--- src/rtl/led_pattern_sequencer.sv ---
// LED bar pattern sequencer: four display modes at four step rates,
// stepped by two debounced push-buttons (mode, speed).
module led_pattern_sequencer #(
  parameter int TICK_CYCLES     = 3_375_000,
  parameter int DEBOUNCE_CYCLES = 270_000
) (
  input  logic       sys_clk,
  input  logic       sys_rst,
  input  logic       btn_mode_n,
  input  logic       btn_speed_n,
  output logic [5:0] led,
  output logic       red_led,
  output logic [1:0] mode,
  output logic [1:0] speed,
  output logic       tick
);

  localparam int BW = $clog2(TICK_CYCLES);
  localparam int DW = $clog2(DEBOUNCE_CYCLES);

  typedef enum logic [1:0] {
    ROT_L  = 2'd0,
    ROT_R  = 2'd1,
    BOUNCE = 2'd2,
    BLINK  = 2'd3
  } mode_e;

  // index 0: mode button, index 1: speed button
  logic [1:0]         sync1_q, sync2_q;
  logic [1:0]         stable_q, stable_d;
  logic [1:0]         press_q, press_d;
  logic [1:0][DW-1:0] deb_q, deb_d;

  logic [BW-1:0] base_q, base_d;
  logic [2:0]    div_q, div_d;
  mode_e         mode_q, mode_d;
  logic [1:0]    speed_q, speed_d;
  logic [2:0]    pos_q, pos_d;
  logic          dir_q, dir_d;
  logic          phase_q, phase_d;
  logic          red_q, red_d;
  logic          tick_q, tick_d;
  logic [5:0]    led_q, led_d;
  logic          wrap;

  always_comb begin
    for (int i = 0; i < 2; i++) begin
      stable_d[i] = stable_q[i];
      press_d[i]  = 1'b0;
      deb_d[i]    = '0;
      if (sync2_q[i] != stable_q[i]) begin
        if (deb_q[i] == DW'(DEBOUNCE_CYCLES - 1)) begin
          stable_d[i] = sync2_q[i];
          press_d[i]  = stable_q[i];
        end else begin
          deb_d[i] = deb_q[i] + DW'(1);
        end
      end
    end
  end

  always_comb begin
    base_d  = base_q;
    div_d   = div_q;
    mode_d  = mode_q;
    speed_d = speed_q;
    pos_d   = pos_q;
    dir_d   = dir_q;
    phase_d = phase_q;
    red_d   = red_q;
    wrap    = 1'b0;

    if (|press_q) begin
      base_d = '0;
      div_d  = '0;
    end else if (base_q == BW'(TICK_CYCLES - 1)) begin
      base_d = '0;
      div_d  = (div_q >= (3'b111 >> speed_q)) ? 3'd0 : div_q + 3'd1;
    end else begin
      base_d = base_q + BW'(1);
    end

    if (tick_q) begin
      unique case (mode_q)
        ROT_L: begin
          wrap  = (pos_q == 3'd5);
          pos_d = wrap ? 3'd0 : pos_q + 3'd1;
        end
        ROT_R: begin
          wrap  = (pos_q == 3'd0);
          pos_d = wrap ? 3'd5 : pos_q - 3'd1;
        end
        BOUNCE: begin
          if (!dir_q) begin
            wrap  = (pos_q == 3'd5);
            dir_d = wrap;
            pos_d = wrap ? 3'd4 : pos_q + 3'd1;
          end else begin
            wrap  = (pos_q == 3'd0);
            dir_d = !wrap;
            pos_d = wrap ? 3'd1 : pos_q - 3'd1;
          end
        end
        BLINK: begin
          phase_d = !phase_q;
          wrap    = !phase_q;
        end
      endcase
      red_d = wrap;
    end

    if (press_q[0]) begin
      mode_d  = mode_e'(mode_q + 2'd1);
      pos_d   = '0;
      dir_d   = 1'b0;
      phase_d = 1'b0;
      red_d   = 1'b0;
    end
    if (press_q[1]) speed_d = speed_q + 2'd1;

    // registered tick lines up with the terminal count it describes
    tick_d = !(|press_d)
           && (base_d == BW'(TICK_CYCLES - 1))
           && (div_d == (3'b111 >> speed_d));

    if (mode_d == BLINK) led_d = phase_d ? 6'b000000 : 6'b111111;
    else                 led_d = ~(6'b000001 << pos_d);
  end

  always_ff @(posedge sys_clk) begin
    if (sys_rst) begin
      sync1_q  <= '1;
      sync2_q  <= '1;
      stable_q <= '1;
      press_q  <= '0;
      deb_q    <= '0;
      base_q   <= '0;
      div_q    <= '0;
      mode_q   <= ROT_L;
      speed_q  <= '0;
      pos_q    <= '0;
      dir_q    <= 1'b0;
      phase_q  <= 1'b0;
      red_q    <= 1'b0;
      tick_q   <= 1'b0;
      led_q    <= 6'b111110;
    end else begin
      sync1_q  <= {btn_speed_n, btn_mode_n};
      sync2_q  <= sync1_q;
      stable_q <= stable_d;
      press_q  <= press_d;
      deb_q    <= deb_d;
      base_q   <= base_d;
      div_q    <= div_d;
      mode_q   <= mode_d;
      speed_q  <= speed_d;
      pos_q    <= pos_d;
      dir_q    <= dir_d;
      phase_q  <= phase_d;
      red_q    <= red_d;
      tick_q   <= tick_d;
      led_q    <= led_d;
    end
  end

  assign led     = led_q;
  assign red_led = red_q;
  assign mode    = mode_q;
  assign speed   = speed_q;
  assign tick    = tick_q;

endmodule

--- config.mk ---
export PLATFORM = sky130hd
export DESIGN_NAME = led_pattern_sequencer
export DESIGN_NICKNAME = d
export VERILOG_FILES = /design/src/rtl/led_pattern_sequencer.sv
export SDC_FILE = /design/constraint.sdc
export NUM_CORES = 1
export LEC_CHECK = 0
export CAP_MARGIN = 20
export CORE_ASPECT_RATIO = 1.75
export CORE_UTILIZATION = 55
export DETAILED_ROUTE_END_ITERATION = 8
export PLACE_DENSITY_LB_ADDON = 0.3
export SLEW_MARGIN = 10
export SYNTH_ARGS = -nofsm -noshare
export SYNTH_HDL_FRONTEND = slang
export SYNTH_SLANG_ARGS = --single-unit
--- constraint.sdc ---
create_clock -name sys_clk -period 2.2 [get_ports sys_clk]
set_clock_uncertainty 0.1 [all_clocks]
set_input_delay 0.44 -clock sys_clk [delete_from_list [all_inputs] [get_ports sys_clk]]
set_output_delay 0.44 -clock sys_clk [all_outputs]
set_load 0.1 [all_outputs]
==> results of run 1 <==
==> power by group <==
group | switching (W) | internal (W)
Combinational | 0.0000439 | 0.0000309
Sequential | 0.00000736 | 0.00160
Clock | 0.000668 | 0.000814
==> cell usage in the layout (no fill, tap or decap), types with 5 or more instances in the layout <==
master     instances
nor2b_1            7
nand2_1           34
ha_1              13
inv_1             23
and3_1            16
dfxtp_1           82
nand4_1           12
nor2_1            87
nor3_1             8
or2_2              6
xnor2_1           30
nand2b_1          10
clkbuf_16          9
o21ai_0           14
xor2_1            31
buf_4             51
nand3_1           31
nor4_1             5
nor4b_1            6
dfxtp_4            5
a21oi_1           14
==> timing repair <==
| action | CTS | global route |
|---|---|---|
| hold buffers | 0 | 0 |
| resized for setup | 0 | 15 |
| pin swaps | 0 | 3 |
| setup endpoints to repair | 1 | 12 |
==> layer usage <==
metal | share of wire | up-vias | routed length [um] | GRT usage
met5 | 0 | - | 0 | 0
met4 | 0.054 | 0 | 522 | 0.176
met3 | 0.032 | 50 | 306 | 0.0344
met2 | 0.54 | 103 | 5150 | 0.468
met1 | 0.38 | 1755 | 3630 | 0.252
li1 | - | 1868 | - | -
==> worst min-delay path by stage <==
stage / cells after the start / slack (ns) / to / start
finish: 1 / 0.31 / sync2_q[1]$_SDFF_PP1_ / sync1_q[1]$_SDFF_PP1_
global route: 1 / 0.33 / sync2_q[0]$_SDFF_PP1_ / sync1_q[0]$_SDFF_PP1_
CTS: 1 / 0.31 / sync2_q[1]$_SDFF_PP1_ / sync1_q[1]$_SDFF_PP1_
detailed placement: 1 / 0.30 / sync2_q[1]$_SDFF_PP1_ / sync1_q[1]$_SDFF_PP1_
global placement: 1 / 0.29 / sync2_q[0]$_SDFF_PP1_ / sync1_q[0]$_SDFF_PP1_
floorplan: 1 / 0.29 / sync2_q[0]$_SDFF_PP1_ / sync1_q[0]$_SDFF_PP1_
==> cell type report <==
| class | count | area [um2] | share of cell area |
|---|---|---|---|
| inverters | 24 | 90.1 | 0.0173 |
| repair buffers | 54 | 413 | 0.0792 |
| well taps | 88 | 110 | 0.0211 |
| clock buffers | 10 | 239 | 0.0458 |
| multi-input cells | 387 | 2530 | 0.485 |
| flip-flops and latches | 88 | 1780 | 0.342 |
| clock inverters | 6 | 51.3 | 0.00984 |
==> state kept, by name (all words and copies together), names as in the netlist <==
name      flops
speed         2
dir_q         1
red_led       1
deb_q        38
led           6
tick          1
sync2_q       2
phase_q       1
div_q         3
base_q       22
stable_q      2
press_q       2
sync1_q       2
pos_q         3
mode          2
==> cell families (layout without fill, tap and decap cells) <==
kind of cell | count (synthesis) | count (layout) | share of synthesized area
muxes | 4 | 4 | 0.0101
xor gates and xnor gates | 61 | 61 | 0.123
DFF | 88 | 88 | 0.404
AOI/OAI and AO/OA | 57 | 57 | 0.0856
buffers and inverters | 44 | 94 | 0.0402
and+or+nand+nor | 249 | 249 | 0.292
adders and majority gates | 16 | 16 | 0.0454
==> stage by stage <==
stage	area [um2]	hold slack, ns	power [W]	setup TNS (ns)	worst slack, ns
after floorplan	4410	0.289	0.00168	-0.0938	-0.0938
after global placement	4850	0.293	0.00171	-0.0220	-0.0220
after detailed placement	4850	0.298	0.00171	-0.142	-0.142
after CTS	5140	0.314	0.00319	-0.166	-0.166
after global routing	5210	0.325	0.00325	-0.271	-0.271
final	5210	0.311	0.00316	-0.224	-0.224
==> worst register-to-register path, cell delays in order (launching register included) <==
cell	delay, ns
dfxtp_1	0.33
or4b_4	0.55
nor4_4	0.19
nand3_2	0.13
buf_4	0.15
mux2i_2	0.21
xor2_1	0.24
o2111ai_2	0.17
a2111oi_4	0.25
==> metrics.cfg, run 1 <==
[yosys]
yosys_warnings = 0
ys_seq_area_frac = 0.404
synth_cell_types = 50
synth_nets = 538
mappedNetlistArea_um2 = 4360
synthMostInstantiatedCell = dfxtp_1
async_flop_share = 0
syn-instance-count = 519
synth_top_area_cell = dfxtp_1
syn_avg_cell_area_um2 = 8.39
netlist_top_cells_area = dfxtp_1, nor2_1, xor2_1
synth_ff_type = dfxtp_1
synth_top_area_share = 0.404
synth-edff-count = 0
synth-seq-cells = 88
netlist_top_cells_count = dfxtp_1, nor2_1, nand2_1

[layout]
drive_above_1_share = 0.179
instances_no_fill = 657
areaGrowthSynthToFinish_pct = 19.7
fill_cells = 633
post-route-util = 0.684
diodes = 0
layout.nets = 583

[floorplan]
dieHeight_um = 120
dieArea_um2 = 8290
coreArea_um2 = 7620
initial_utilization = 0.572
rows = 42
io_pins = 16
fp.dieW_um = 69.3

[cts]
postCtsSetupRepairBufs = 0
cts_tree = done
h-tree-depth = 3
cts-root-buf = clkbuf_16
worstSkewPairLatency_ns = 0.35
cts_buffers = 9
cts_sinks = 88
clkTransAtPathRegs_ns = 0.07
cts_buffer_depth = 2

[global_route]
grt_pass1_vias = 3808
grt.overflow.total = 0
antenna_found_initial = 0
grt_max_degree = 20
grt_usage = 0.252
grt_pass1_wl_mm = 16.6

[sta]
period_needed_ns = 2.42
post-route-period-util = 1.10
rsz0062_at_grt = yes
max_freq_mhz = 412
hold_viol = 0
setup_viol = 1
fin_ws_ns = -0.224
worst_slew_pin_slew_ns = 0.570
relSlewSlack = 0.615
drv_slew = 0

[detailed_routing]
drt-vias-per-instance = 5.75
drt_wl_total_mm = 9.61
drt_iter0_markers = 205
firstDrtPassIters = 5
vias = 3776
ant_nets = 0
drc = 0
post_drt_wl_per_cell_um = 14.6

[setup_path]
regToRegSetupSlack_ns = -0.22
r2r_cells = 8
startpoint = base_q[18]$_SDFF_PP0_
rr_endpoint = tick$_SDFF_PP0_
cpLargestDelayFamily = simple AND/OR/NAND/NOR gates
worst-path-stages = 8
worstPathRequired_ns = 2.34
crit_path_start_kind = flip-flop
r2r-start = base_q[18]$_SDFF_PP0_
crit_arrival_ns = 2.57
endpoint = tick$_SDFF_PP0_
crit_type = flip-flop to flip-flop
critPathBufInv = 1
crit_path_max_fanout = 3
path_cells = or4b_4 -> nor4_4 -> nand3_2 -> buf_4 -> mux2i_2 -> xor2_1 -> o2111ai_2 -> a2111oi_4
critPathSlowestCell = or4b_4
end_kind = flip-flop
critPathMaxStageDelay_ns = 0.55

[placed_design]
dp_cells = 641
io_buffers = 15
gp_congestion = 0.969
dp_hpwl_mm = 7.18

[power_and_ir_drop]
peakVddDrop_mv = 0.533
powerDensity_nw_per_um2 = 606
p_leak_nw = 1.94

[hold_path]
min_path_type = flip-flop to flip-flop

[status]
status = complete, but fails checks
violations = setup timing

[flow_run]
maxCapViolCount = 0

(Power assumes the default switching activity.)
==> run 2: changes to the inputs <==
Settings changed: ABC_AREA set to 1, CAP_MARGIN 20 to 15, SETUP_SLACK_MARGIN set to 0.1.
==> metrics.cfg, run 2 <==
[yosys]
synth-edff-count = 0  ; unchanged
mappedNetlistArea_um2 = 4640  ; +6.6%
synth_nets = 699  ; +30%
synth-seq-cells = 88  ; unchanged
async_flop_share = 0  ; unchanged
yosys_warnings = 0  ; unchanged
syn_avg_cell_area_um2 = 6.83  ; -19%
synth_cell_types = 35  ; -30%
ys_seq_area_frac = 0.379  ; -0.0252
synth_top_area_share = 0.379  ; -0.0252
synthMostInstantiatedCell = nand2_1
synth_ff_type = dfxtp_1
syn-instance-count = 680  ; +31%
netlist_top_cells_area = dfxtp_1, nand2_1, nor2_1
netlist_top_cells_count = nand2_1, nor2_1, inv_1
synth_top_area_cell = dfxtp_1

[power_and_ir_drop]
p_leak_nw = 2.07  ; +6.5%
peakVddDrop_mv = 0.590  ; +11%
powerDensity_nw_per_um2 = 577  ; -4.9%

[layout]
instances_no_fill = 806  ; +23%
regMostFlops = deb_q
final_area_um2 = 5310  ; +1.8%
areaGrowthSynthToFinish_pct = 14.3
layout_commonest_cell = nand2_1
mostFrequentLayoutCells = nand2_1, nor2_1, inv_1
drive_above_1_share = 0.143  ; -0.0364
largest_register_ffs = 38  ; unchanged
diodes = 0  ; unchanged
layout.nets = 729  ; +25%
fill_cells = 738  ; +17%

[cts]
clkTransAtPathRegs_ns = 0.06  ; about the same
cts_buffer_depth = 2  ; unchanged
cts_tree = done
cts_hold_buf = 0  ; unchanged
cts_buffers = 9  ; unchanged
worstSkewPairLatency_ns = 0.34  ; about the same
cts-root-buf = clkbuf_16
h-tree-depth = 3  ; unchanged
cts_sinks = 88  ; unchanged

[detailed_routing]
post_drt_wl_per_cell_um = 12.7  ; -13%
drc = 0  ; unchanged
vias = 4290  ; +14%
firstDrtPassIters = 5  ; unchanged
ant_nets = 0  ; unchanged
drt-vias-per-instance = 5.32  ; -7.4%
drt_wl_total_mm = 10.2  ; +6.4%
drt_iter0_markers = 238  ; +16%

[floorplan]
dieHeight_um = 124  ; +3.2%
fp.dieW_um = 71.5  ; +3.2%
coreArea_um2 = 8260  ; +8.4%
rows = 44  ; +4.8%
io_pins = 16  ; unchanged
dieArea_um2 = 8830  ; +6.5%
initial_utilization = 0.562  ; -0.00917

[setup_path]
cp_common_cell = nand2_1
r2r-start = deb_q[0]$_SDFF_PP0_
critPathSlowestCell = dfxtp_1
crit_type = flip-flop to flip-flop
crit_path_start_kind = flip-flop
crit_path_max_fanout = 4  ; +1
path_cells = ha_1 -> nand2_1 -> inv_1 -> nand2_1 -> nor2_2 -> nand2_1 -> nor2_2 -> nand2_1 -> nor3_2 -> nand2_1 -> o21ai_0 -> a21oi_1
critPathMaxStageDelay_ns = 0.35  ; -0.20 ns
rr_endpoint = deb_q[18]$_SDFF_PP0_
regToRegSetupSlack_ns = 0.24  ; +0.46 ns
critPathBufInv = 1  ; unchanged
r2r_cells = 12  ; +4
cpLargestDelayFamily = simple AND/OR/NAND/NOR gates
startpoint = deb_q[0]$_SDFF_PP0_
end_kind = flip-flop
worstPathRequired_ns = 2.34  ; about the same
crit_arrival_ns = 2.10  ; -0.47 ns

[global_route]
grt_max_degree = 24  ; +20%
antenna_found_initial = 0  ; unchanged
grt_usage = 0.249  ; -0.00285
grt_pass1_vias = 4098  ; +7.6%
grt_pass1_wl_mm = 17.1  ; +2.7%
grt.overflow.total = 0  ; unchanged

[hold_path]
hold_start = sync1_q[1]$_SDFF_PP1_
min_to = sync2_q[1]$_SDFF_PP1_
hold_depth = 1  ; unchanged
min_path_type = flip-flop to flip-flop

[sta]
fin_setup_tns_ns = 0  ; +0.224 ns
hold_viol = 0  ; unchanged
fin_ws_ns = 0.239  ; +0.463 ns
drv_slew = 0  ; unchanged
relSlewSlack = 0.687  ; +0.0722
setup_viol = 0  ; -1
period_needed_ns = 1.96  ; -0.463 ns
worst_slew_pin_slew_ns = 0.469  ; -0.101 ns
post-route-period-util = 0.892  ; -0.210
rsz0062_at_grt = no
max_freq_mhz = 510  ; +24%

[placed_design]
placed_cell_area_um2 = 4900  ; +1.2%
dp_cells = 786  ; +23%
dp_hpwl_mm = 7.85  ; +9.3%
gp_congestion = 0.952  ; -1.8%
io_buffers = 15  ; unchanged
place_ws_ns = 0.188  ; +0.330 ns

[status]
status = complete, no violations

[flow_run]
maxCapViolCount = 0  ; unchanged

-- run 2: cell families after synthesis --
kind of cell	count (synthesis)	share of synthesized area
buffers and inverters	101	0.0827
flip-flops	88	0.379
AO/OA/AOI/OAI	67	0.0803
adder cells (fa/ha/maj)	15	0.0404
XOR/XNOR	19	0.0374
AND/OR/NAND/NOR	390	0.380
-- run 2: per-stage QoR --
| step | power [W] | util | hold slack (ns) |
|---|---|---|---|
| after floorplan | 0.00168 | - | 0.289 |
| after global placement | 0.00170 | 0.594 | 0.293 |
| after detailed placement | 0.00170 | 0.594 | 0.298 |
| after CTS | 0.00309 | 0.627 | 0.312 |
| after global routing | 0.00318 | 0.643 | 0.328 |
| final | 0.00306 | 0.643 | 0.311 |
-- run 2: how the worst max path moves through the flow --
stage | end | cells past startpoint
floorplan | tick$_SDFF_PP0_ | 13
global placement | deb_q[6]$_SDFF_PP0_ | 11
detailed placement | deb_q[6]$_SDFF_PP0_ | 11
CTS | deb_q[6]$_SDFF_PP0_ | 11
global route | tick$_SDFF_PP0_ | 13
finish | deb_q[18]$_SDFF_PP0_ | 12
-- run 2: metal layers --
metal  up-vias  global-route usage  routed length (um)
met2        86               0.479                5680
met4         0               0.129                 373
met1      1957               0.241                3880
met3        29              0.0595                 295
met5         -                   0                   0
li1       2218                   -                   -
-- run 2: power breakdown --
part	switching, W	internal, W	total, W
registers	0.00000818	0.00160	0.00161
clock network	0.000603	0.000790	0.00139
logic	0.0000368	0.0000224	0.0000592
-- run 2: layout make-up --
class	instances	area [um2]	share of cell area
multi-input cells	491	2580	0.487
flip-flops and latches	88	1780	0.335
inverters	94	353	0.0665
clock buffers	11	243	0.0457
repair buffers	26	203	0.0382
well taps	92	115	0.0217
clock inverters	4	31.3	0.00589
-- run 2: timing repair --
item / 4_1_cts / 5_1_grt
endpoints found under the setup margin: 0 / 27
buffers inserted: 0 / 5
gates resized for setup: 0 / 24
==> run 3: changes to the inputs <==
Settings changed: GPL_TIMING_DRIVEN set to 0.
==> metrics.cfg, run 3 (synthesis results as in run 2) <==
[status]
status = complete, no violations

[sta]
hold_viol = 0  ; unchanged
rsz0062_at_grt = no
drv_slew = 0  ; unchanged
post-route-period-util = 0.938  ; +0.0463
holdWs_ns = 0.315  ; +0.00373 ns
max_freq_mhz = 485  ; -4.9%
relSlewSlack = 0.360  ; -0.327
setup_viol = 0  ; unchanged
worst_slew_pin_slew_ns = 0.964  ; +0.495 ns
period_needed_ns = 2.06  ; +0.102 ns

[layout]
multiInputGateArea_um2 = 2630  ; +1.9%
mostFrequentLayoutCells = nand2_1, nor2_1, inv_1
fill_cells = 757  ; +2.6%
layout.nets = 729  ; unchanged
final_area_um2 = 5380  ; +1.4%
layout_commonest_cell = nand2_1
diodes = 0  ; unchanged
largest_register_ffs = 38  ; unchanged
regMostFlops = deb_q
areaGrowthSynthToFinish_pct = 15.9
post-route-util = 0.652  ; +0.00894
ff_latch_area_um2 = 1780  ; -0.14%
drive_above_1_share = 0.131  ; -0.0114

[floorplan]
initial_utilization = 0.562  ; unchanged
dieArea_um2 = 8830  ; unchanged
io_pins = 16  ; unchanged
coreArea_um2 = 8260  ; unchanged
fp.dieW_um = 71.5  ; unchanged
rows = 44  ; unchanged
dieHeight_um = 124  ; unchanged

[global_route]
antenna_found_initial = 0  ; unchanged
use_met1 = 0.222  ; -0.0188
grt_pass1_wl_mm = 16.6  ; -2.6%
gr-usage-met3 = 0.0440  ; -0.0155
grt_max_degree = 16  ; -33%
busiest_layer = met2
grt.overflow.total = 0  ; unchanged
met2_usage = 0.486  ; +0.00655
grt_usage = 0.240  ; -0.00869
grt_pass1_vias = 4087  ; -0.27%

[cts]
cts_hold_buf = 0  ; unchanged
cts-root-buf = clkbuf_16
cts_sinks = 88  ; unchanged
worstSkewPairLatency_ns = 0.34  ; about the same
clkTransAtPathRegs_ns = 0.06  ; about the same
h-tree-depth = 3  ; unchanged
cts_buffer_depth = 2  ; unchanged
cts_tree = done
cts_buffers = 9  ; unchanged

[placed_design]
dp_hpwl_mm = 7.66  ; -2.3%
io_buffers = 15  ; unchanged
placed_cell_area_um2 = 4920  ; +0.33%
gp_congestion = 0.913  ; -4.0%

[detailed_routing]
drt_wl_total_mm = 10.2  ; -0.53%
drt_iter0_markers = 177  ; -26%
vias = 4261  ; -0.68%
ant_nets = 0  ; unchanged
post_drt_wl_per_cell_um = 12.6  ; -0.65%
drt-vias-per-instance = 5.28  ; -0.80%
drc = 0  ; unchanged
firstDrtPassIters = 4  ; -1

[setup_path]
crit_path_start_kind = flip-flop
critPathMaxStageDelay_ns = 0.82  ; +0.47 ns
path_cells = clkdlybuf4s15_1
crit_path_max_fanout = 4  ; unchanged
critPathBufInv = 1  ; unchanged
critPathSlowestCell = clkdlybuf4s15_1
cpLargestDelayFamily = buffers and inverters
crit_arrival_ns = 1.52  ; -0.58 ns
r2r-start = speed[1]$_SDFF_PP0_
crit_type = flip-flop to output pin
worstPathRequired_ns = 1.66  ; -0.68 ns
end_kind = output pin
regToRegSetupSlack_ns = 0.18  ; -0.06 ns
startpoint = speed[1]$_SDFF_PP0_

[power_and_ir_drop]
peakVddDrop_mv = 0.403  ; -32%
p_int_w = 0.00251  ; +4.0%
pwr-share-comb = 0.021  ; +0.002
pwr-share-clk = 0.475  ; +0.020
swShare = 0.213  ; +0.00189
powerDensity_nw_per_um2 = 593  ; +2.8%
p_switching_w = 0.000681  ; +5.2%
seqPwrFrac = 0.504  ; -0.022
p_leak_nw = 2.07  ; -0.13%

[flow_run]
maxCapViolCount = 0  ; unchanged

[hold_path]
min_path_type = flip-flop to flip-flop
hold_start = sync1_q[0]$_SDFF_PP1_

run 3: cell count changes in the layout (fill, tap and decap cells not counted), sizes merged:
cell,before,now
clkdlybuf4s15,0,3
inv,93,95
clkinvlp,3,2
clkbuf,11,15
dlygate4sd2,0,7
bufinv,0,1
buf,23,8
run 3: layer usage:
metal / vias up / routed length, um
met2: 52 / 5810
met4: 0 / 294
met1: 1966 / 3870
li1: 2220 / -
met3: 23 / 202
met5: - / 0
run 3: path summary, 6_finish.rpt:
kind,cells past startpoint,to
hold / removal,1,sync2_q[0]$_SDFF_PP1_
hold reg to reg,1,sync2_q[0]$_SDFF_PP1_
setup reg to reg,13,tick$_SDFF_PP0_
setup / recovery,1,speed[1]
run 3: area by class of cell:
cell class	instances	share of cell area
plain buffers	7	0.00628
clock buffers	10	0.0425
clock inverters	6	0.0126
inverters	94	0.0656
multi-input cells	491	0.489
flip-flops and latches	88	0.330
well taps	92	0.0214
repair buffers	19	0.0323
run 3: through the flow:
stage / TNS (ns) / setup WS, ns / instances / total power [W]
final: 0 / 0.137 / 807 / 0.00319
after global routing: 0 / 0.0514 / 807 / 0.00328
after CTS: 0 / 0.0828 / 805 / 0.00321
after detailed placement: -7.54 / -0.468 / 787 / 0.00170
after global placement: -6.21 / -0.419 / 787 / 0.00170
after floorplan: 0 / 0.0932 / 680 / 0.00168
run 3: timing repair:
action,4_1_cts,5_1_grt
gates resized for setup,15,39
buffers inserted,2,2
pin swaps,1,7
endpoints found under the setup margin,24,35
run 3: power groups by stage:
stage	Combinational, W	Sequential [W]	Clock [W]
6_report	0.0000670	0.00161	0.00152
5_1_grt	0.0000751	0.00161	0.00160
4_1_cts	0.0000642	0.00161	0.00154
3_5_place_dp	0.0000608	0.00164	0
3_3_place_gp	0.0000593	0.00164	0
2_1_floorplan	0.0000418	0.00164	0
